===== src/rtl/host_loader_pkg.sv =====
`default_nettype none
// +-----------------------------------------------------------------------------+
// | host_loader_pkg                                                            |
// | Shared word/address widths and the loader state encoding.                  |
// | Revision: 1.0                                                              |
// +-----------------------------------------------------------------------------+
package host_loader_pkg;

  localparam int c_data_w = 16;
  localparam int c_addr_w = 8;

  typedef enum logic [2:0] {
    ST_IDLE      = 3'd0,
    ST_LOAD_PROG = 3'd1,
    ST_LOAD_IN   = 3'd2,
    ST_RUN       = 3'd3,
    ST_RD_ADDR   = 3'd4,
    ST_RD_WAIT   = 3'd5,
    ST_SEND      = 3'd6
  } state_t;

endpackage
`default_nettype wire


===== src/rtl/host_loader_if.sv =====
`default_nettype none
// +-----------------------------------------------------------------------------+
// | host_loader_if                                                             |
// | Host input/result streams plus the main-memory port of the loader.         |
// | Revision: 1.0                                                              |
// +-----------------------------------------------------------------------------+
interface host_loader_if #(
  parameter int DATA_W = host_loader_pkg::c_data_w,
  parameter int ADDR_W = host_loader_pkg::c_addr_w
);

  logic              in_valid;
  logic              in_ready;
  logic [DATA_W-1:0] in_data;
  logic              out_valid;
  logic              out_ready;
  logic [DATA_W-1:0] out_data;
  logic              mem_we;
  logic [ADDR_W-1:0] mem_addr;
  logic [DATA_W-1:0] mem_wdata;
  logic [DATA_W-1:0] mem_rdata;

  modport master (
    input  in_valid, in_data, out_ready, mem_rdata,
    output in_ready, out_valid, out_data, mem_we, mem_addr, mem_wdata
  );

  modport slave (
    output in_valid, in_data, out_ready, mem_rdata,
    input  in_ready, out_valid, out_data, mem_we, mem_addr, mem_wdata
  );

endinterface
`default_nettype wire


===== src/rtl/host_loader_ctr.sv =====
`default_nettype none
// +-----------------------------------------------------------------------------+
// | host_loader_ctr                                                            |
// | Up-counter with synchronous clear, enable and a terminal-value flag.       |
// | Revision: 1.0                                                              |
// +-----------------------------------------------------------------------------+
module host_loader_ctr #(
  parameter int W = 16
) (
  input  wire          clk,
  input  wire          rst_n,
  input  wire          clr,
  input  wire          en,
  input  wire  [W-1:0] last,
  output logic [W-1:0] cnt,
  output logic         term
);

  logic [W-1:0] r_cnt;

  always_ff @(posedge clk or negedge rst_n) begin
    if (!rst_n) begin
      r_cnt <= '0;
    end else if (clr) begin
      r_cnt <= '0;
    end else if (en) begin
      r_cnt <= r_cnt + W'(1);
    end
  end

  assign cnt  = r_cnt;
  assign term = (r_cnt == last);

endmodule
`default_nettype wire


===== src/rtl/host_loader.sv =====
`default_nettype none
// +-----------------------------------------------------------------------------+
// | host_loader                                                                |
// | Loads program/operands into main memory, runs the CPU, streams results.    |
// | Revision: 1.0                                                              |
// +-----------------------------------------------------------------------------+
module host_loader
  import host_loader_pkg::*;
#(
  parameter int DATA_W     = c_data_w,
  parameter int ADDR_W     = c_addr_w,
  parameter int IN_BASE    = 100,
  parameter int N_IN       = 3,
  parameter int OUT_BASE   = 103,
  parameter int N_OUT      = 1,
  parameter int MAX_CYCLES = 1000
) (
  input  wire           clk,
  input  wire           rst_n,
  host_loader_if.master bus,
  output logic          cpu_rst,
  input  wire           cpu_halt,
  output logic          busy,
  output logic          timeout,
  output logic          err
);

  localparam int                c_cyc_w    = (MAX_CYCLES > 1) ? $clog2(MAX_CYCLES) : 1;
  localparam logic [c_cyc_w-1:0] c_cyc_last = c_cyc_w'(MAX_CYCLES - 1);
  localparam logic [DATA_W-1:0]  c_in_last  = DATA_W'(N_IN - 1);
  localparam logic [DATA_W-1:0]  c_out_last = DATA_W'(N_OUT - 1);
  localparam logic [DATA_W-1:0]  c_in_lim   = DATA_W'(IN_BASE);
  localparam logic [ADDR_W-1:0]  c_in_addr  = ADDR_W'(IN_BASE);
  localparam logic [ADDR_W-1:0]  c_out_addr = ADDR_W'(OUT_BASE);

  state_t              r_state;
  state_t              w_state_nxt;
  logic                w_in_ready;
  logic                w_out_valid;
  logic                w_in_acc;
  logic                w_out_acc;
  logic                w_run_done;
  logic                w_idx_clr;
  logic                w_idx_en;
  logic                w_idx_term;
  logic [DATA_W-1:0]   w_idx;
  logic [DATA_W-1:0]   w_idx_last;
  logic                w_cyc_clr;
  logic                w_cyc_en;
  logic                w_cyc_term;
  logic [c_cyc_w-1:0]  w_cyc_cnt;
  logic                w_unused_cyc;
  logic                r_mem_we;
  logic [ADDR_W-1:0]   r_mem_addr;
  logic [DATA_W-1:0]   r_mem_wdata;
  logic [DATA_W-1:0]   r_out_data;
  logic [DATA_W-1:0]   r_len;
  logic                r_timeout;
  logic                r_err;

  assign w_in_acc     = bus.in_valid & w_in_ready;
  assign w_out_acc    = w_out_valid & bus.out_ready;
  assign w_run_done   = cpu_halt | w_cyc_term;
  assign w_unused_cyc = ^w_cyc_cnt;

  // One index counter serves program word k, operand j and result i in turn.
  assign w_idx_last = (r_state == ST_LOAD_PROG) ? (r_len - DATA_W'(1)) :
                      (r_state == ST_LOAD_IN)   ? c_in_last : c_out_last;

  host_loader_ctr #(.W(DATA_W)) u_idx_ctr (
    .clk   (clk),
    .rst_n (rst_n),
    .clr   (w_idx_clr),
    .en    (w_idx_en),
    .last  (w_idx_last),
    .cnt   (w_idx),
    .term  (w_idx_term)
  );

  host_loader_ctr #(.W(c_cyc_w)) u_cyc_ctr (
    .clk   (clk),
    .rst_n (rst_n),
    .clr   (w_cyc_clr),
    .en    (w_cyc_en),
    .last  (c_cyc_last),
    .cnt   (w_cyc_cnt),
    .term  (w_cyc_term)
  );

  always_ff @(posedge clk or negedge rst_n) begin
    if (!rst_n) begin
      r_state <= ST_IDLE;
    end else begin
      r_state <= w_state_nxt;
    end
  end

  always_comb begin
    w_state_nxt = r_state;
    case (r_state)
      ST_IDLE: begin
        if (w_in_acc) begin
          w_state_nxt = (bus.in_data == '0) ? ST_LOAD_IN : ST_LOAD_PROG;
        end
      end
      ST_LOAD_PROG: if (w_in_acc && w_idx_term) w_state_nxt = ST_LOAD_IN;
      ST_LOAD_IN:   if (w_in_acc && w_idx_term) w_state_nxt = ST_RUN;
      ST_RUN:       if (w_run_done) w_state_nxt = ST_RD_ADDR;
      ST_RD_ADDR:   w_state_nxt = ST_RD_WAIT;
      ST_RD_WAIT:   w_state_nxt = ST_SEND;
      ST_SEND: begin
        if (w_out_acc) begin
          w_state_nxt = w_idx_term ? ST_IDLE : ST_RD_ADDR;
        end
      end
      default:      w_state_nxt = ST_IDLE;
    endcase
  end

  always_comb begin
    w_in_ready  = 1'b0;
    w_out_valid = 1'b0;
    busy        = 1'b1;
    cpu_rst     = 1'b1;
    case (r_state)
      ST_IDLE: begin
        w_in_ready = rst_n;
        busy       = 1'b0;
      end
      ST_LOAD_PROG, ST_LOAD_IN: w_in_ready  = rst_n;
      ST_RUN:                   cpu_rst     = 1'b0;
      ST_SEND:                  w_out_valid = 1'b1;
      default: ;
    endcase
  end

  always_comb begin
    w_idx_clr = 1'b0;
    w_idx_en  = 1'b0;
    w_cyc_clr = (r_state != ST_RUN);
    w_cyc_en  = (r_state == ST_RUN);
    case (r_state)
      ST_IDLE, ST_RUN: w_idx_clr = 1'b1;
      ST_LOAD_PROG, ST_LOAD_IN: begin
        w_idx_clr = w_in_acc & w_idx_term;
        w_idx_en  = w_in_acc & ~w_idx_term;
      end
      ST_SEND: begin
        w_idx_clr = w_out_acc & w_idx_term;
        w_idx_en  = w_out_acc & ~w_idx_term;
      end
      default: ;
    endcase
  end

  // mem_addr is loaded one state early so RD_ADDR presents OUT_BASE+i directly.
  always_ff @(posedge clk or negedge rst_n) begin
    if (!rst_n) begin
      r_mem_we    <= 1'b0;
      r_mem_addr  <= '0;
      r_mem_wdata <= '0;
      r_out_data  <= '0;
      r_len       <= '0;
      r_timeout   <= 1'b0;
      r_err       <= 1'b0;
    end else begin
      r_mem_we <= 1'b0;
      case (r_state)
        ST_IDLE: begin
          if (w_in_acc) begin
            r_len     <= bus.in_data;
            r_timeout <= 1'b0;
            r_err     <= 1'b0;
          end
        end
        ST_LOAD_PROG: begin
          if (w_in_acc) begin
            if (w_idx < c_in_lim) begin
              r_mem_we    <= 1'b1;
              r_mem_addr  <= ADDR_W'(w_idx);
              r_mem_wdata <= bus.in_data;
            end else begin
              r_err <= 1'b1;
            end
          end
        end
        ST_LOAD_IN: begin
          if (w_in_acc) begin
            r_mem_we    <= 1'b1;
            r_mem_addr  <= c_in_addr + ADDR_W'(w_idx);
            r_mem_wdata <= bus.in_data;
          end
        end
        ST_RUN: begin
          if (w_cyc_term && !cpu_halt) begin
            r_timeout <= 1'b1;
          end
          if (w_run_done) begin
            r_mem_addr <= c_out_addr;
          end
        end
        ST_RD_WAIT: r_out_data <= bus.mem_rdata;
        ST_SEND: begin
          if (w_out_acc && !w_idx_term) begin
            r_mem_addr <= c_out_addr + ADDR_W'(w_idx) + ADDR_W'(1);
          end
        end
        default: ;
      endcase
    end
  end

  assign bus.in_ready  = w_in_ready;
  assign bus.out_valid = w_out_valid;
  assign bus.out_data  = r_out_data;
  assign bus.mem_we    = r_mem_we;
  assign bus.mem_addr  = r_mem_addr;
  assign bus.mem_wdata = r_mem_wdata;
  assign timeout       = r_timeout;
  assign err           = r_err;

endmodule
`default_nettype wire

===== src/flat_wrapper.sv =====
// flat-port wrapper written by rule: the top's interface ports become plain ports
module host_loader_flat import host_loader_pkg::*;
#(
  parameter int DATA_W     = c_data_w,
  parameter int ADDR_W     = c_addr_w,
  parameter int IN_BASE    = 100,
  parameter int N_IN       = 3,
  parameter int OUT_BASE   = 103,
  parameter int N_OUT      = 1,
  parameter int MAX_CYCLES = 1000
)
  (clk, rst_n, cpu_rst, cpu_halt, busy, timeout, err, bus_in_valid, bus_in_data, bus_out_ready, bus_mem_rdata, bus_in_ready, bus_out_valid, bus_out_data, bus_mem_we, bus_mem_addr, bus_mem_wdata);
  host_loader_if #(.DATA_W(DATA_W), .ADDR_W(ADDR_W)) bus_i ();
  input  wire clk;
  input  wire rst_n;
  output logic cpu_rst;
  input  wire cpu_halt;
  output logic busy;
  output logic timeout;
  output logic err;
  input wire logic [$bits(bus_i.in_valid)-1:0] bus_in_valid;
  input wire logic [$bits(bus_i.in_data)-1:0] bus_in_data;
  input wire logic [$bits(bus_i.out_ready)-1:0] bus_out_ready;
  input wire logic [$bits(bus_i.mem_rdata)-1:0] bus_mem_rdata;
  output wire logic [$bits(bus_i.in_ready)-1:0] bus_in_ready;
  output wire logic [$bits(bus_i.out_valid)-1:0] bus_out_valid;
  output wire logic [$bits(bus_i.out_data)-1:0] bus_out_data;
  output wire logic [$bits(bus_i.mem_we)-1:0] bus_mem_we;
  output wire logic [$bits(bus_i.mem_addr)-1:0] bus_mem_addr;
  output wire logic [$bits(bus_i.mem_wdata)-1:0] bus_mem_wdata;
  assign bus_i.in_valid = bus_in_valid;
  assign bus_i.in_data = bus_in_data;
  assign bus_i.out_ready = bus_out_ready;
  assign bus_i.mem_rdata = bus_mem_rdata;
  assign bus_in_ready = bus_i.in_ready;
  assign bus_out_valid = bus_i.out_valid;
  assign bus_out_data = bus_i.out_data;
  assign bus_mem_we = bus_i.mem_we;
  assign bus_mem_addr = bus_i.mem_addr;
  assign bus_mem_wdata = bus_i.mem_wdata;
  host_loader #(.DATA_W(DATA_W), .ADDR_W(ADDR_W), .IN_BASE(IN_BASE), .N_IN(N_IN), .OUT_BASE(OUT_BASE), .N_OUT(N_OUT), .MAX_CYCLES(MAX_CYCLES)) u_core (.clk(clk), .rst_n(rst_n), .bus(bus_i), .cpu_rst(cpu_rst), .cpu_halt(cpu_halt), .busy(busy), .timeout(timeout), .err(err));
endmodule

===== config.mk =====
export PLATFORM = sky130hd
export DESIGN_NAME = host_loader_flat
export DESIGN_NICKNAME = d
export VERILOG_FILES = /design/src/rtl/host_loader_pkg.sv /design/src/rtl/host_loader_if.sv /design/src/rtl/host_loader_ctr.sv /design/src/rtl/host_loader.sv /design/src/flat_wrapper.sv
export SDC_FILE = /design/constraint.sdc
export NUM_CORES = 1
export LEC_CHECK = 0
export CAP_MARGIN = 20
export CORE_UTILIZATION = 48
export CTS_CLUSTER_SIZE = 8
export DETAILED_ROUTE_END_ITERATION = 7
export PLACE_DENSITY_LB_ADDON = 0.15
export SLEW_MARGIN = 20
export SYNTH_ARGS = -nofsm -noshare
export SYNTH_HDL_FRONTEND = slang
export SYNTH_SLANG_ARGS = --single-unit

===== constraint.sdc =====
create_clock -name clk -period 3.1 [get_ports clk]
set_clock_uncertainty 0.05 [all_clocks]
set_input_delay 0.62 -clock clk [delete_from_list [all_inputs] [get_ports clk]]
set_output_delay 0.62 -clock clk [all_outputs]
set_load 0.005 [all_outputs]

Word-level counts from Yosys, hierarchy flattened
Index checks and enable logic that the tools add are counted.
W data, S select, Z words.
{"block": "totals", "output_inout_bits": 47, "register_bits": 88, "word_cells": 107, "input_bits": 37}
{"block": "op_classes", "magnitude_cmp": 1, "bitwise": 8, "n_addsub": 6, "eq_ne": 20, "muxes": 40, "n_reduce_logical": 22}
{"cell": "$mux W16", "count": 6}
{"cell": "$mux W8", "count": 5}
{"cell": "$pmux W16 S2", "count": 1}
{"cell": "$pmux W8 S4", "count": 1}
{"cell": "$pmux W3 S7", "count": 1}
{"cell": "$mux W10", "count": 2}
{"cell": "$mux W3", "count": 6}
{"cell": "$add A16 B1 Y16 const B", "count": 1}
{"cell": "$add A7 B8 Y8 const A", "count": 2}
{"cell": "$eq A16 B16 Y1", "count": 1}
{"cell": "$logic_not A16 Y1", "count": 1}
{"cell": "$lt A16 B7 Y1 const B", "count": 1}
{"cell": "$sub A16 B1 Y16 const B", "count": 1}
{"cell": "$ne A2 B1 Y1 const B", "count": 7}
{"cell": "$mux W1", "count": 11}
{"cell": "$add A10 B1 Y10 const B", "count": 1}
{"cell": "$eq A10 B10 Y1 const B", "count": 1}
{"cell": "$reduce_bool A2 Y1", "count": 5}
{"cell": "$eq A3 B3 Y1 const B", "count": 3}
{"cell": "$add A8 B1 Y8 const B", "count": 1}
{"cell": "$ne A2 B2 Y1 const B", "count": 4}
{"cell": "$pmux W1 S2", "count": 4}
{"cell": "$reduce_and A4 Y1", "count": 2}
{"cell": "$and A1 B1 Y1", "count": 6}
{"cell": "other kinds (17)", "count": 23}

Logic depth before layout (Yosys ltp)
Gate-level depths: netlist (run 1).
{"block": "depth", "ltp_word": 9, "ltp_mapped": 12, "mapped_depth_nobuf": 11}

Hierarchy
Synthesis (run 1) repeated with hierarchy kept, for this count alone.
{"block": "unflattened", "hier_cells": 464, "hier_area_um2": 4843.4}
{"module": "host_loader", "n_inst": 1, "area_per_inst_um2": 3224.3, "cells_each": 299, "seq_area_each_um2": 1551.5}
{"module": "host_loader_ctr (u_core.u_idx_ctr)", "n_inst": 1, "area_per_inst_um2": 1024.7, "cells_each": 104, "seq_area_each_um2": 400.4}
{"module": "host_loader_ctr (u_core.u_cyc_ctr)", "n_inst": 1, "area_per_inst_um2": 594.3, "cells_each": 61, "seq_area_each_um2": 250.2}

Worst setup path before layout (run 1)
OpenSTA, ideal clock, no wires.
{"block": "synth_path", "path_type": "register to register", "startpoint": "reg u_core.r_len[5]", "endpoint": "reg u_core.u_idx_ctr.r_cnt[10] (netlist: u_core.u_idx_ctr.cnt[10])", "required_ps": 2918, "path_slack_ps": -150, "synth_period_minus_slack_ps": 3250, "arrival_ps": 3068, "stages_incl_launch_ff": 13, "n_path_buf": 3, "setup_time_ps": 132, "cell_sequence": "dfrtp_1 > buf_6 > or4_1 > buf_6 > nor4_2 > xor2_1 > or4b_1 > a21oi_1 > o32ai_4 > nor2_4 > o21a_1 > clkbuf_1 > nor2_1"}
{"block": "synth_via", "elab_chain_len": 7, "elab_cells_between_ends": 12, "classes_between": "add/sub (1); eq/ne (1); mux (4); bitwise (5); reduce/logical (1)"}
{"item": "start, declared", "line": "host_loader.sv:57", "source": "logic [DATA_W-1:0] r_len;"}
{"item": "start signal, assigned", "line": "host_loader.sv:171", "source": "r_len <= bus.in_data;"}
{"item": "$sub A16 B1 Y16 *", "line": "host_loader.sv:67", "source": "assign w_idx_last = (r_state == ST_LOAD_PROG) ? (r_len - DATA_W'(1)) :"}
{"item": "$mux W16 *", "line": "host_loader.sv:67"}
{"item": "$eq A16 B16 Y1 *", "line": "host_loader_ctr.sv:32", "source": "assign term = (r_cnt == last);"}
{"item": "$not A1 Y1", "line": "host_loader.sv:146, host_loader.sv:150"}
{"item": "$and A1 B1 Y1 (on tied branches)", "line": "host_loader.sv:150, host_loader.sv:146"}
{"item": "$pmux W1 S2", "line": "host_loader.sv:142", "source": "case (r_state)"}
{"item": "$reduce_bool A2 Y1 (no line)"}
{"item": "end signal, assigned", "line": "host_loader_ctr.sv:27", "source": "r_cnt <= r_cnt + W'(1);"}
{"item": "end, declared", "line": "host_loader_ctr.sv:19", "source": "logic [W-1:0] r_cnt;"}
Every way passes the cells marked *; elsewhere a longest branch is shown, timed or not.
A chain may end at the register's enable or synchronous reset.

Final worst setup path (run 1)
{"block": "layout_path", "startpoint": "reg u_core.r_len[11]", "endpoint": "reg u_core.r_state[1]"}
{"block": "layout_via", "elab_chain_len": 6, "elab_cells_between_ends": 7, "classes_between": "add/sub (1); eq/ne (3); mux (1); reduce/logical (2)"}
{"item": "$sub A16 B1 Y16 *", "line": "host_loader.sv:67"}
{"item": "$mux W16 *", "line": "host_loader.sv:67"}
{"item": "$eq A16 B16 Y1 *", "line": "host_loader_ctr.sv:32"}
{"item": "$logic_and A1 B1 Y1 *", "line": "host_loader.sv:106, host_loader.sv:107"}
{"item": "$ne A2 B2 Y1 (no line)"}
{"item": "$reduce_and A5 Y1 (no line) *"}
{"item": "end signal, assigned", "line": "host_loader.sv:94", "source": "r_state <= w_state_nxt;"}
{"item": "end, declared", "line": "host_loader.sv:36", "source": "state_t r_state;"}
Marked as above.

==> results by stage, run 1 <==
Status:
- The run finished, with violations left.
- The final reports fail on negative setup slack.

Floorplan:
- After floorplanning, the core was sized to cover 0.00986 sq mm.
- 84 I/O pins were placed.
- Measured along the y axis, the die boundary spans 103 microns.
- In this run the core area contains 36 standard-cell rows.
- The area of the die is around 0.011 sq mm.
- Once the floorplan was initialized, standard cells occupied between 40% and 50% of the core.
- The die boundary width is about 100 microns.

Place:
- The routability congestion estimate is 0.830.
- The half-perimeter wire length after detailed placement is 8880 microns.
- Summing all placed instances gives a cell area of 0.00622 sq mm.
- Including well taps, the total number of placed cells is between 700 and 800.
- Port buffering added 83 buffers.

Power:
- Combinational cells account for around three fifths of the total power.
- The cell-internal power is roughly 0.0043 W.
- The standby leakage power is between 2 and 3 nW.
- Summed over all nets, the switching power comes to 0.00253 W.
- The peak supply drop is approximately 520 uV.
- The switching share of total power is about 37%.
- The clock share of power is roughly 16%.
- Of the total power, registers draw roughly 26%.
- In this run the power density over the cells is 984 mW/mm^2.

STA:
- The post-route setup TNS is -1100 ps.
- Hold timing on the final database bottoms out at a slack of between 150 and 200 ps.
- The final hold violation count is 0.
- Derived from the worst setup path, the maximum achievable clock frequency is ~310 MHz.
- In this run the tightest slew margin relative to its limit is 42.6%.
- The slew at the pin with the worst max-slew slack is roughly 860 ps.
- After layout, the worst path uses 104% of the clock period.
- In the post-route analysis, the smallest setup slack over all paths is -111 ps.
- The final-report max-slew violation count is 0.
- Setup violations remaining at the end of the flow were counted as 27.
- The shortest period the worst path allows is 3210 ps.
- Setup repair after global routing could not meet its margin everywhere.

Route:
- The DRC marker count from the first detailed-route iteration is 145.
- Dividing the detail-routed wire length by the instance count gives ~16 microns.
- The final layout contains routed wiring with a total length of roughly 13000 microns.
- Using the TritonRoute via totals, the vias-per-cell ratio works out to 5.58.
- The count of nets left with antenna violations after detail routing is 0.
- The number of remaining DRC errors is 0.
- The detailed router placed roughly 4400 vias in this run.
- The detailed-routing iteration count for the pre-antenna-repair pass is 4.

GRT:
- In the global route stage, met3 resource usage came out at 4.68%.
- Global routing consumed, over all layers together, 25.5% of the routing resources.
- The first global-routing pass estimated approximately 21000 microns of wire.
- The number of global-route vias before repair is approximately 4200.
- The pin count of the biggest net entering global routing is 69.
- The met1 usage in global routing is 33.8%.
- Global routing consumed, on the met2 layer, between 40% and 50% of the routing resources.
- In this run the most used layer during global routing was met2.
- The initial antenna violation count was 0.
- The global-route congestion overflow total is 0.

Synth:
- Synthesis produced 506 cells.
- The synthesized netlist occupies a cell area of a little under 0.005 sq mm.
- The synthesis-stage register bit count is between 80 and 90.
- In this run the mean area of a mapped cell was slightly below 10 sq um.
- During synthesis, Yosys emitted a total of 0 warnings.
- The share of synthesized flip-flops with an asynchronous set or reset is 100%.
- Yosys mapped a number of flops with a built-in enable equal to 0.
- The sequential share of the synthesized area is ~45%.
- When the netlist entered floorplanning its net count stood at approximately 550.
- The number of distinct standard cells referenced by the synthesized netlist is 66.
- The primary flip-flop cell chosen by synthesis mapping is dfrtp_1.

Worst setup path:
- The critical path endpoint category is a register.
- The element type at the critical path start is a register.
- The worst path arrival time is 3430 ps.
- The category of the critical setup timing path is register to register.
- The maximum fanout along the worst path is 4.
- The critical path required time is between 3000 and 4000 ps.

CTS:
- The clock insertion delay at the later pin of the skew report is between 300 and 400 ps.
- Buffers inserted during clock tree synthesis total 9.
- CTS built an H-tree with a depth of 3.
- The clock-pin slew on the worst setup and hold paths is approximately 90 ps.
- The CTS tree is done.
- In this run the deepest clock path goes through 2 buffers.
- Clock tree synthesis selected as its root buffer the cell clkbuf_8.
- The total number of clock tree sinks is 88.

Cells and area:
- The count of fill cells added during filler insertion is approximately 750.
- The final cell area excluding filler cells is approximately 0.007 sq mm.
- The post-synthesis to final-layout area growth is 40.6%.
- At the end of the flow, the number of nets in the layout was 685.
- The post-route core utilization is 70.0%.
- Excluding fillers, the count of instances in the completed layout stands at 780.
- Of the cells placed in the final design, the portion with a size suffix greater than 1 is between 20% and 30%.
- The number of antenna diodes in the final layout is 0.

Job:
- The tool flagged a number of max-cap violations equal to 0.

Hold path:
- The class of the most critical hold timing path is primary input to async pin.
what timing repair did:
action / 4_1_cts / 5_1_grt
hold buffers: 0 / 0
gates resized for setup: 23 / 38
pin swaps: 22 / 25
cloned: 2 / 0
setup endpoints to repair: 24 / 27
setup buffers: 12 / 3
stage by stage:
step	worst slack (ps)	power, W
2_1_floorplan	-45.6	0.00363
3_3_place_gp	-162	0.00489
3_5_place_dp	-240	0.00497
4_1_cts	-103	0.00650
5_1_grt	-257	0.00722
6_report	-111	0.00680
critical path, cell delays in order, from the launching register on:
cell,delay [ps]
dfrtp_1,380
or4_4,560
buf_4,160
nor4_4,290
xnor2_2,160
a21oi_1,90
o32ai_1,280
buf_4,170
o2111ai_4,150
buf_6,170
a211oi_4,270
a2111oi_4,60
o41ai_2,320
layout make-up:
type	instances	area, sq um	share of cell area [%]
Clock buffer	9	124	1.79
Multi-Input combinational cell	375	2790	40.4
Clock inverter	7	149	2.16
Inverter	20	75.1	1.09
Timing Repair Buffer	148	1400	20.3
Sequential cell	88	2200	31.9
Tap cell	133	166	2.41
cell usage in the layout, fill, tap and decap left out, types with 4 or more instances in the layout:
cell type         n
nand4_1           4
buf_6            11
inv_1            17
dfrtp_1          88
nand2_1          75
a31oi_1           5
nor2_2            4
nor2_4            4
xor2_1            9
o211ai_1          5
ha_1              5
o21ai_0          16
mux2_4            6
a21oi_1          15
mux2i_1           4
o22ai_1           4
nand3_1           9
or3_1             6
nor4_1            8
clkbuf_8          9
or4_1             4
bufinv_16         4
xnor2_2           4
and3_1            5
xnor2_1          22
buf_4            51
clkdlybuf4s50_1  82
mux2_2           31
a21oi_2           6
nor3_1           15
nor2_1           41
registers in the layout, summed over array words and instances, names as in the netlist:
signal                cells
u_core.bus.mem_addr       8
u_core.bus.mem_wdata     16
u_core.bus.mem_we         1
u_core.bus.out_data      16
u_core.err                1
u_core.r_len             16
u_core.r_state            3
u_core.timeout            1
u_core.u_cyc_ctr.cnt     10
u_core.u_idx_ctr.cnt     16
routing by layer:
metal / vias to the layer above / wire length, microns
met5: - / 0
met2: 140 / 6090
met4: 0 / 286
met1: 2139 / 5740
met3: 23 / 690
li1: 2053 / -
worst paths after layout:
| kind | start | to | cells past startpoint | slack (ps) |
|---|---|---|---|---|
| max | u_core.r_len[11]$_DFFE_PN0P_ | u_core.r_state[1]$_DFFE_PN0P_ | 12 | -110 |
| min | rst_n | u_core.bus.mem_addr[6]$_DFFE_PN0P_ | 2 | 200 |
| max reg2reg | u_core.r_len[11]$_DFFE_PN0P_ | u_core.r_state[1]$_DFFE_PN0P_ | 12 | -110 |
| min reg2reg | u_core.u_cyc_ctr.cnt[0]$_DFF_PN0_ | u_core.u_cyc_ctr.cnt[0]$_DFF_PN0_ | 1 | 420 |
| max in group asynchronous | rst_n | u_core.r_len[3]$_DFFE_PN0P_ | 2 | 2000 |
| min in group clk | u_core.u_cyc_ctr.cnt[0]$_DFF_PN0_ | u_core.u_cyc_ctr.cnt[0]$_DFF_PN0_ | 1 | 420 |
power groups by stage:
stage	sequential [W]	clock (W)	combinational [W]
4_1_cts	0.00175	0.00110	0.00365
3_5_place_dp	0.00176	0	0.00321
5_1_grt	0.00180	0.00115	0.00427
2_1_floorplan	0.00177	0	0.00186
6_report	0.00176	0.00108	0.00396
3_3_place_gp	0.00174	0	0.00315
cell usage after synthesis (all sizes together), types with 3 or more instances:
library cell	instances	area share, %
a211oi	4	0.61
a21oi	21	2.2
a31oi	5	0.64
and2	3	0.38
and3	5	0.64
and4	3	0.59
buf	6	0.79
clkbuf	17	1.3
dfrtp	88	45
ha	6	1.5
inv	19	1.5
mux2	37	8.9
mux2i	4	0.82
nand2	75	5.7
nand2b	3	0.38
nand3	9	0.92
nand4	4	0.51
nor2	49	3.9
nor2b	3	0.38
nor3	18	1.9
nor4	12	1.9
o211ai	5	0.76
o21ai	22	2.3
o22ai	4	0.51
o31ai	3	0.74
o32ai	3	0.92
or3	6	0.76
or4	7	1.1
xnor2	26	4.6
xor2	10	1.8
cells by family (layout without fill, tap and decap cells):
logic type / Yosys count / count (layout) / share of synthesized area [%]
compound gates: 85 / 85 / 12.2
buf+inv: 43 / 184 / 3.62
simple gates: 205 / 205 / 20.6
flops: 88 / 88 / 44.9
mux: 41 / 41 / 9.76
fa+ha+maj: 6 / 6 / 1.53
xor+xnor: 38 / 38 / 7.37
Note: power is estimated with default switching activity, not from simulation.
==> run 2, diff against run 1 <==
Settings changed: CORE_UTILIZATION 48 to 50, CTS_BUF_LIST from default to sky130_fd_sc_hd__clkbuf_8.
==> results by stage, run 2 (synthesis gave the netlist of run 1 again) <==
Job:
- The tool flagged a number of max-cap violations equal to 0.

GRT:
- Entering global routing, the biggest net connects between 60 and 70 pins.
- The number of global-route vias before repair is approximately 4200.
- The global router's overall resource usage is between 20% and 30%.
- The global-route congestion overflow total is 0.
- The initial antenna violation count is 0.
- The global-route wire length before repair is ~21000 microns.

Power:
- The standby leakage power is 2.91 nW.
- Cell internal power was estimated by the tool at about 0.0041 W.
- In this run the power spent charging and discharging nets is about 0.0025 W.
- Of the total power, the share spent switching nets is 38.5%.
- Dividing total power by cell area gives a power density of ~960 mW/mm^2.
- The overall power consumption is between 0.006 and 0.007 W.
- VDD sags by at most 516 uV.
- Combinational logic is responsible for ~61% of the overall power.
- The fraction of power consumed by sequential logic is 26.3%.
- The clock share of power is between 10% and 20%.

CTS:
- Counting the buffers created by CTS gives 9.
- In this run the number of H-tree levels came out at 3.
- TritonCTS built the clock tree.
- Clock tree synthesis found a total of 88 sinks.
- Clock-pin slew was measured on the worst setup and hold paths at 100 ps.
- The clock passes through at most 2 buffers.
- CTS placed an instance of clkbuf_8 at the clock tree root.
- At the later pin of the worst-skew pair, clock insertion delay measures around 370 ps.

STA:
- After layout, the worst path uses 102% of the clock period.
- The final-report max-slew violation count is 0.
- Timing would allow up to 315 MHz.
- The final critical-path setup slack is -76.8 ps.
- The total of endpoints with negative setup slack in the final report is 6.
- Setup repair after global routing could not meet its margin everywhere.
- The final hold violation count is 0.
- For the pin with the worst max-slew slack, the measured transition is about 810 ps.
- Measured against its own limit, the worst slew margin works out to 46.1%.
- For the finished layout, the period the worst path requires is about 3200 ps.

Floorplan:
- The effective utilization at floorplan is a little over half.
- The count of pins on the block boundary is 84.
- The die is about 100 microns tall.
- The core region area is 0.00937 sq mm.
- The floorplan step defined a die boundary enclosing just over 0.01 sq mm.
- From left edge to right edge, the die measures about 100 microns.
- The number of rows in the core area is 35.

Worst setup path:
- The critical path runs through a total of 10 cells.
- The maximum fanout along the worst path is 7.
- STA classifies the critical path endpoint as a register.
- The worst setup slack for register-to-register paths is -80 ps.
- The origin of the critical flop-to-flop path is u_core.r_len[3]$_DFFE_PN0P_.
- STA puts the critical path data arrival time at approximately 3400 ps.
- The number of buffers and inverters on the critical path is 1.
- Walking the worst path, the cells encountered are or4_4, nor4_4, xor2_1, or4b_1, a21oi_2, o32ai_4, buf_6, o21ai_4, nor2_1, a2111oi_0.
- Data on the critical path is required at its endpoint by 3300 ps.
- The largest delay contributor family on the critical path is simple AND/OR/NAND/NOR gates.
- The critical register-to-register path endpoint is u_core.u_idx_ctr.cnt[2]$_DFFE_PN0P_.
- On the worst path, the slowest cell contributes a delay of 620 ps.
- The worst setup path is launched from a register.
- On the critical path, the stage with the largest delay is an instance of or4_4.
- The category of the critical setup timing path is register to register.
- The depth of the worst register-to-register path is 10.

Cells and area:
- The ratio of cells with drive above 1 in the final layout is about 27%.
- Leaving out fill and tap cells, the most frequent cells in the layout are 88 x dfrtp_1, 82 x clkdlybuf4s50_1, 75 x nand2_1.
- The area taken by flip-flops and latches is about 0.0022 sq mm.
- The repair_antennas step left the layout with diodes totalling 0.
- The count of fill cells added during filler insertion is about 690.
- The area of the multi-input gates is roughly 0.0028 sq mm.
- The post-synthesis to final-layout area growth is 40.1%.
- After the last flow step, the layout net total stands at 693.
- The finished cells cover around 0.0069 sq mm.
- The library cell used most frequently in the layout, excluding fill and tap cells, is dfrtp_1.
- Measured on the finished design, the core utilization comes to between 70% and 80%.

Route:
- Using the TritonRoute via totals, the vias-per-cell ratio works out to about 5.6.
- The detailed router finished its first iteration with 190 violations.
- The detailed-routing iteration count for the pre-antenna-repair pass is 4.
- The routed layout has ~4400 vias.
- In the final routed layout, each cell accounts on average for 16.5 microns.
- The detail route stage leaves a number of antenna-violating nets equal to 0.
- The number of remaining DRC errors is 0.
- After detailed routing, the total wire length is ~13000 microns.

Place:
- Summed over all nets, the half-perimeter wirelength after detailed placement is approximately 9000 microns.
- The count of buffers from port buffering is 83.
- At the end of routability-driven placement, the weighted congestion stood at about 0.88.
- The instance area after placement is between 0.006 and 0.007 sq mm.

Hold path:
- The path class of the tightest hold or removal check is register to register.
- The hold path startpoint is u_core.u_cyc_ctr.cnt[0]$_DFF_PN0_.
- The worst hold path terminates at u_core.u_cyc_ctr.cnt[0]$_DFF_PN0_.
- The cell depth of the worst min-delay path is 1.

Status:
- The final reports fail on negative setup slack.
- The flow ran to the end, but the final reports show violations.
## run 2: cell types whose count changed in the layout (fill, tap and decap cells not counted), sizes merged
cell and change:
buf +7, bufinv -3, clkinv +1, clkinvlp +1, dlygate4sd3 +1, inv +1
## run 2: worst max-delay path by stage
stage                                      from                                  end  slack (ps)
floorplan           u_core.r_len[5]$_DFFE_PN0P_   u_core.bus.mem_addr[0]$_DFFE_PN0P_         -50
global placement    u_core.r_len[0]$_DFFE_PN0P_  u_core.u_idx_ctr.cnt[9]$_DFFE_PN0P_        -120
detailed placement  u_core.r_len[3]$_DFFE_PN0P_   u_core.bus.mem_addr[3]$_DFFE_PN0P_        -190
CTS                 u_core.r_len[3]$_DFFE_PN0P_  u_core.u_idx_ctr.cnt[2]$_DFFE_PN0P_         -90
global route        u_core.r_len[3]$_DFFE_PN0P_  u_core.u_idx_ctr.cnt[2]$_DFFE_PN0P_        -170
finish              u_core.r_len[3]$_DFFE_PN0P_  u_core.u_idx_ctr.cnt[2]$_DFFE_PN0P_         -80
## run 2: metal layers
layer / global-route usage (%) / part of all wire, %
met5: 0 / 0
met4: 8.92 / 1.9
met3: 6.10 / 6.4
met2: 42.3 / 47
met1: 35.8 / 45
## run 2: power groups by stage
stage | sequential (W) | combinational [W] | clock (W)
final | 0.00174 | 0.00402 | 0.000844
after global routing | 0.00177 | 0.00431 | 0.000898
after CTS | 0.00173 | 0.00371 | 0.000855
after detailed placement | 0.00175 | 0.00331 | 0
after global placement | 0.00173 | 0.00323 | 0
after floorplan | 0.00177 | 0.00186 | 0
## run 2: cell type report
class | count | area share (%)
inverters | 20 | 1.09
repair buffers | 156 | 21.1
clock inverters | 7 | 1.15
well taps | 129 | 2.35
multi-input cells | 375 | 40.5
flip-flops and latches | 88 | 32.0
clock buffers | 9 | 1.80
## run 2: repair_timing
item | CTS | global route
gates cloned | 1 | 0
hold buffers | 1 | 0
pin swaps | 9 | 25
resized for setup | 27 | 32
buffers inserted | 10 | 10
hold endpoints to repair | 1 | 0
endpoints found under the setup margin | 25 | 27
## run 2: through the flow
| stage | worst slack (ps) | hold slack (ps) | TNS [ps] | std cells |
|---|---|---|---|---|
| 2_1_floorplan | -45.6 | 274 | -283 | 506 |
| 3_3_place_gp | -118 | 370 | -1210 | 752 |
| 3_5_place_dp | -190 | 372 | -2660 | 752 |
| 4_1_cts | -86.0 | 423 | -659 | 778 |
| 5_1_grt | -173 | 451 | -1920 | 784 |
| 6_report | -76.8 | 421 | -165 | 784 |
==> run 3, diff against run 2 <==
Settings changed: CORE_UTILIZATION 50 to 59, RECOVER_POWER from default to 100.
Clock period 3.1 ns to 3.9 ns, I/O delays scaled along.
==> results by stage, run 3 (synthesis gave the netlist of run 1 again) <==
Floorplan:
- For this configuration, the core starts out at a cell density of approximately 62%.
- For this design the top-level I/O count stands at 84.
- The total area inside the core boundary comes to 0.00789 sq mm.
- The area of the die is slightly below 0.009 sq mm.
- The initialized floorplan defines 32 standard-cell rows.
- The die boundary width is just over 90 microns.
- The height of the chip is ~93 microns.

Cells and area:
- In the final layout, the multi-input gates occupy approximately 0.0025 sq mm.
- Of the cells placed in the final design, the portion with a size suffix greater than 1 is around 11%.
- In the final design database the tool counted about 630 nets.
- The final cell area excluding filler cells is between 0.005 and 0.006 sq mm.
- In the layout the commonest cells are 88 x dfrtp_1, 75 x nand2_1, 48 x nor2_1.
- Summing all flip-flop and latch instances after layout gives approximately 0.0022 sq mm.
- The repair_antennas step left the layout with diodes totalling 0.
- The count of fill cells added during filler insertion is 558.
- Compared with the post-synthesis result, the final layout area differs by 21.8%.
- The library cell used most frequently in the layout, excluding fill and tap cells, is dfrtp_1.

STA:
- The worst pin sits at a relative slew slack of -43.4%.
- Setup violations remaining at the end of the flow were counted as 0.
- The part of the cycle the worst path needs is 90.4%.
- Setup repair after global routing left no endpoint under its margin.
- Static timing analysis puts the maximum clock frequency at approximately 280 MHz.
- The final-report max-slew violation count is 89.
- The shortest period the worst path allows is roughly 3500 ps.
- The post-route setup TNS is 0 ps.
- The final hold violation count is 0.
- The slew at the pin with the worst max-slew slack is around 2200 ps.

Worst setup path:
- The worst-path cell with the longest stage delay is or4_1.
- The critical path endpoint category is a register.
- Traced cell by cell, the critical path runs through or4_1, nor4_2, xor2_1, or4b_1, a21oi_1, o32ai_4, o21ai_2, nor2_1, a2111oi_0.
- STA classifies the critical path startpoint as a register.
- The category of the critical setup timing path is register to register.
- The worst path arrival time is about 3700 ps.
- For the worst setup path, the data required time is slightly above 4000 ps.
- Of all nets on the critical path, the largest fanout is 10.
- On the worst path, the slowest cell contributes a delay of 730 ps.

CTS:
- The number of gates resized after CTS was 0.
- The longest clock path from root to sink contains 2 buffers.
- The CTS tree is done.
- The tree is rooted in a clkbuf_8.
- Post-CTS timing repair inserted 0 buffers for setup.
- After clock tree synthesis, the clock-pin slew on the worst setup and hold paths is about 90 ps.
- TritonCTS created 9 clock buffers.
- The clock insertion delay at the later pin of the skew report is 360 ps.
- The H-tree was split into 3 levels.
- Counting every sink on the clock net gives a little under 90.
- The total of hold buffers inserted after clock tree synthesis is 0.

Place:
- Routability-driven placement finished with a final weighted congestion of around 0.86.
- After legalization and detailed placement, the total HPWL measured between 8000 and 9000 microns.
- Once placement finished, the instance area stood at a little under 0.006 sq mm.
- The count of buffers from port buffering is 83.

Route:
- Summed over all layers, the routed wires come to approximately 12000 microns.
- The number of vias after detailed routing is slightly above 4000.
- The detailed-routing iteration count for the pre-antenna-repair pass is 5.
- The number of remaining DRC errors is 0.
- Dividing the detail-routed wire length by the instance count gives 17.0 microns.
- The count of nets left with antenna violations after detail routing is 0.
- In this run, the number of DRC markers left after iteration 0 of detailed routing was ~190.
- The per-cell via count in the routed design is roughly 6.

GRT:
- The total overflow left after global routing is 0.
- The global router's overall resource usage is 29.1%.
- The pin count of the biggest net entering global routing is 89.
- The first global-routing pass estimated about 19000 microns of wire.
- The number of global-route vias before repair is 4049.
- The met1 usage in global routing is between 30% and 40%.
- The global routing's busiest layer is met2.
- The initial antenna violation count was 0.
- The met3 routing resource usage after global routing is under 10%.
- For met2 alone, demand over resource in global routing was ~47%.

Power:
- The overall power consumption is just over 0.004 W.
- The standby leakage power is around 2.5 nW.
- The areal power density over the cells is 686 mW/mm^2.
- The peak supply drop is between 300 and 400 uV.

Status:
- The final reports fail on max-capacitance violations, max-slew violations.
- The flow ran to the end, but the final reports show violations.

Job:
- The number of max-capacitance violations reported is 1.

Hold path:
- The class of the most critical hold timing path is register to register.
[run 3: changes by cell type in the layout (fill, tap and decap cells not counted), sizes merged]
| cell | before | now |
|---|---|---|
| buf | 73 | 4 |
| clkdlybuf4s50 | 82 | 36 |
| dlygate4sd3 | 1 | 46 |
| clkbuf | 9 | 15 |
| inv | 23 | 21 |
| clkinvlp | 1 | 2 |
[run 3: report_power, final]
| group | switching, W | total (W) | internal (W) |
|---|---|---|---|
| clock | 0.000348 | 0.000644 | 0.000296 |
| sequential | 0.000268 | 0.00146 | 0.00120 |
| combinational | 0.00103 | 0.00199 | 0.000963 |
| total | 0.00165 | 0.00410 | 0.00246 |
[run 3: final timing paths]
kind / to / slack [ps] / from / cells past startpoint
worst min register to register: u_core.bus.mem_wdata[13]$_DFFE_PN0P_ / 420 / u_core.bus.mem_wdata[13]$_DFFE_PN0P_ / 2
worst max-delay path: u_core.u_idx_ctr.cnt[2]$_DFFE_PN0P_ / 370 / u_core.r_len[3]$_DFFE_PN0P_ / 9
min in group asynchronous: u_core.u_cyc_ctr.cnt[1]$_DFF_PN0_ / 1250 / rst_n / 2
max in group asynchronous: u_core.r_len[1]$_DFFE_PN0P_ / 1310 / rst_n / 2
worst min-delay path: u_core.bus.mem_wdata[13]$_DFFE_PN0P_ / 420 / u_core.bus.mem_wdata[13]$_DFFE_PN0P_ / 2
worst max register to register: u_core.u_idx_ctr.cnt[2]$_DFFE_PN0P_ / 370 / u_core.r_len[3]$_DFFE_PN0P_ / 9
[run 3: cell type report]
class	count	area share, %
inverters	20	1.26
clock buffers	9	2.07
repair buffers	92	14.6
flip-flops and latches	88	36.8
multi-input cells	375	41.9
clock inverters	6	1.13
well taps	102	2.14
[run 3: critical path, delay by kind of cell (launching register included)]
family	cells	cell delay (ps)
simple gates	4	1620
compound gates	4	1160
flops	1	450
xor+xnor	1	130
[run 3: metal layers]
| layer | up-vias | part of all wire (%) |
|---|---|---|
| met5 | - | 0 |
| met4 | 0 | 1.6 |
| met3 | 18 | 7.9 |
| met2 | 168 | 47 |
| met1 | 1999 | 43 |
| li1 | 1954 | - |
[run 3: per-stage QoR]
| stage | hold WS [ps] | cells | util (%) | setup slack [ps] |
|---|---|---|---|---|
| finish | 424 | 692 | 75.8 | 375 |
| global route | 444 | 692 | 75.8 | 75.2 |
| CTS | 417 | 692 | 76.4 | 359 |
| detailed placement | 403 | 677 | 74.0 | 363 |
| global placement | 401 | 677 | 74.0 | 458 |
| floorplan | 383 | 506 | - | 650 |
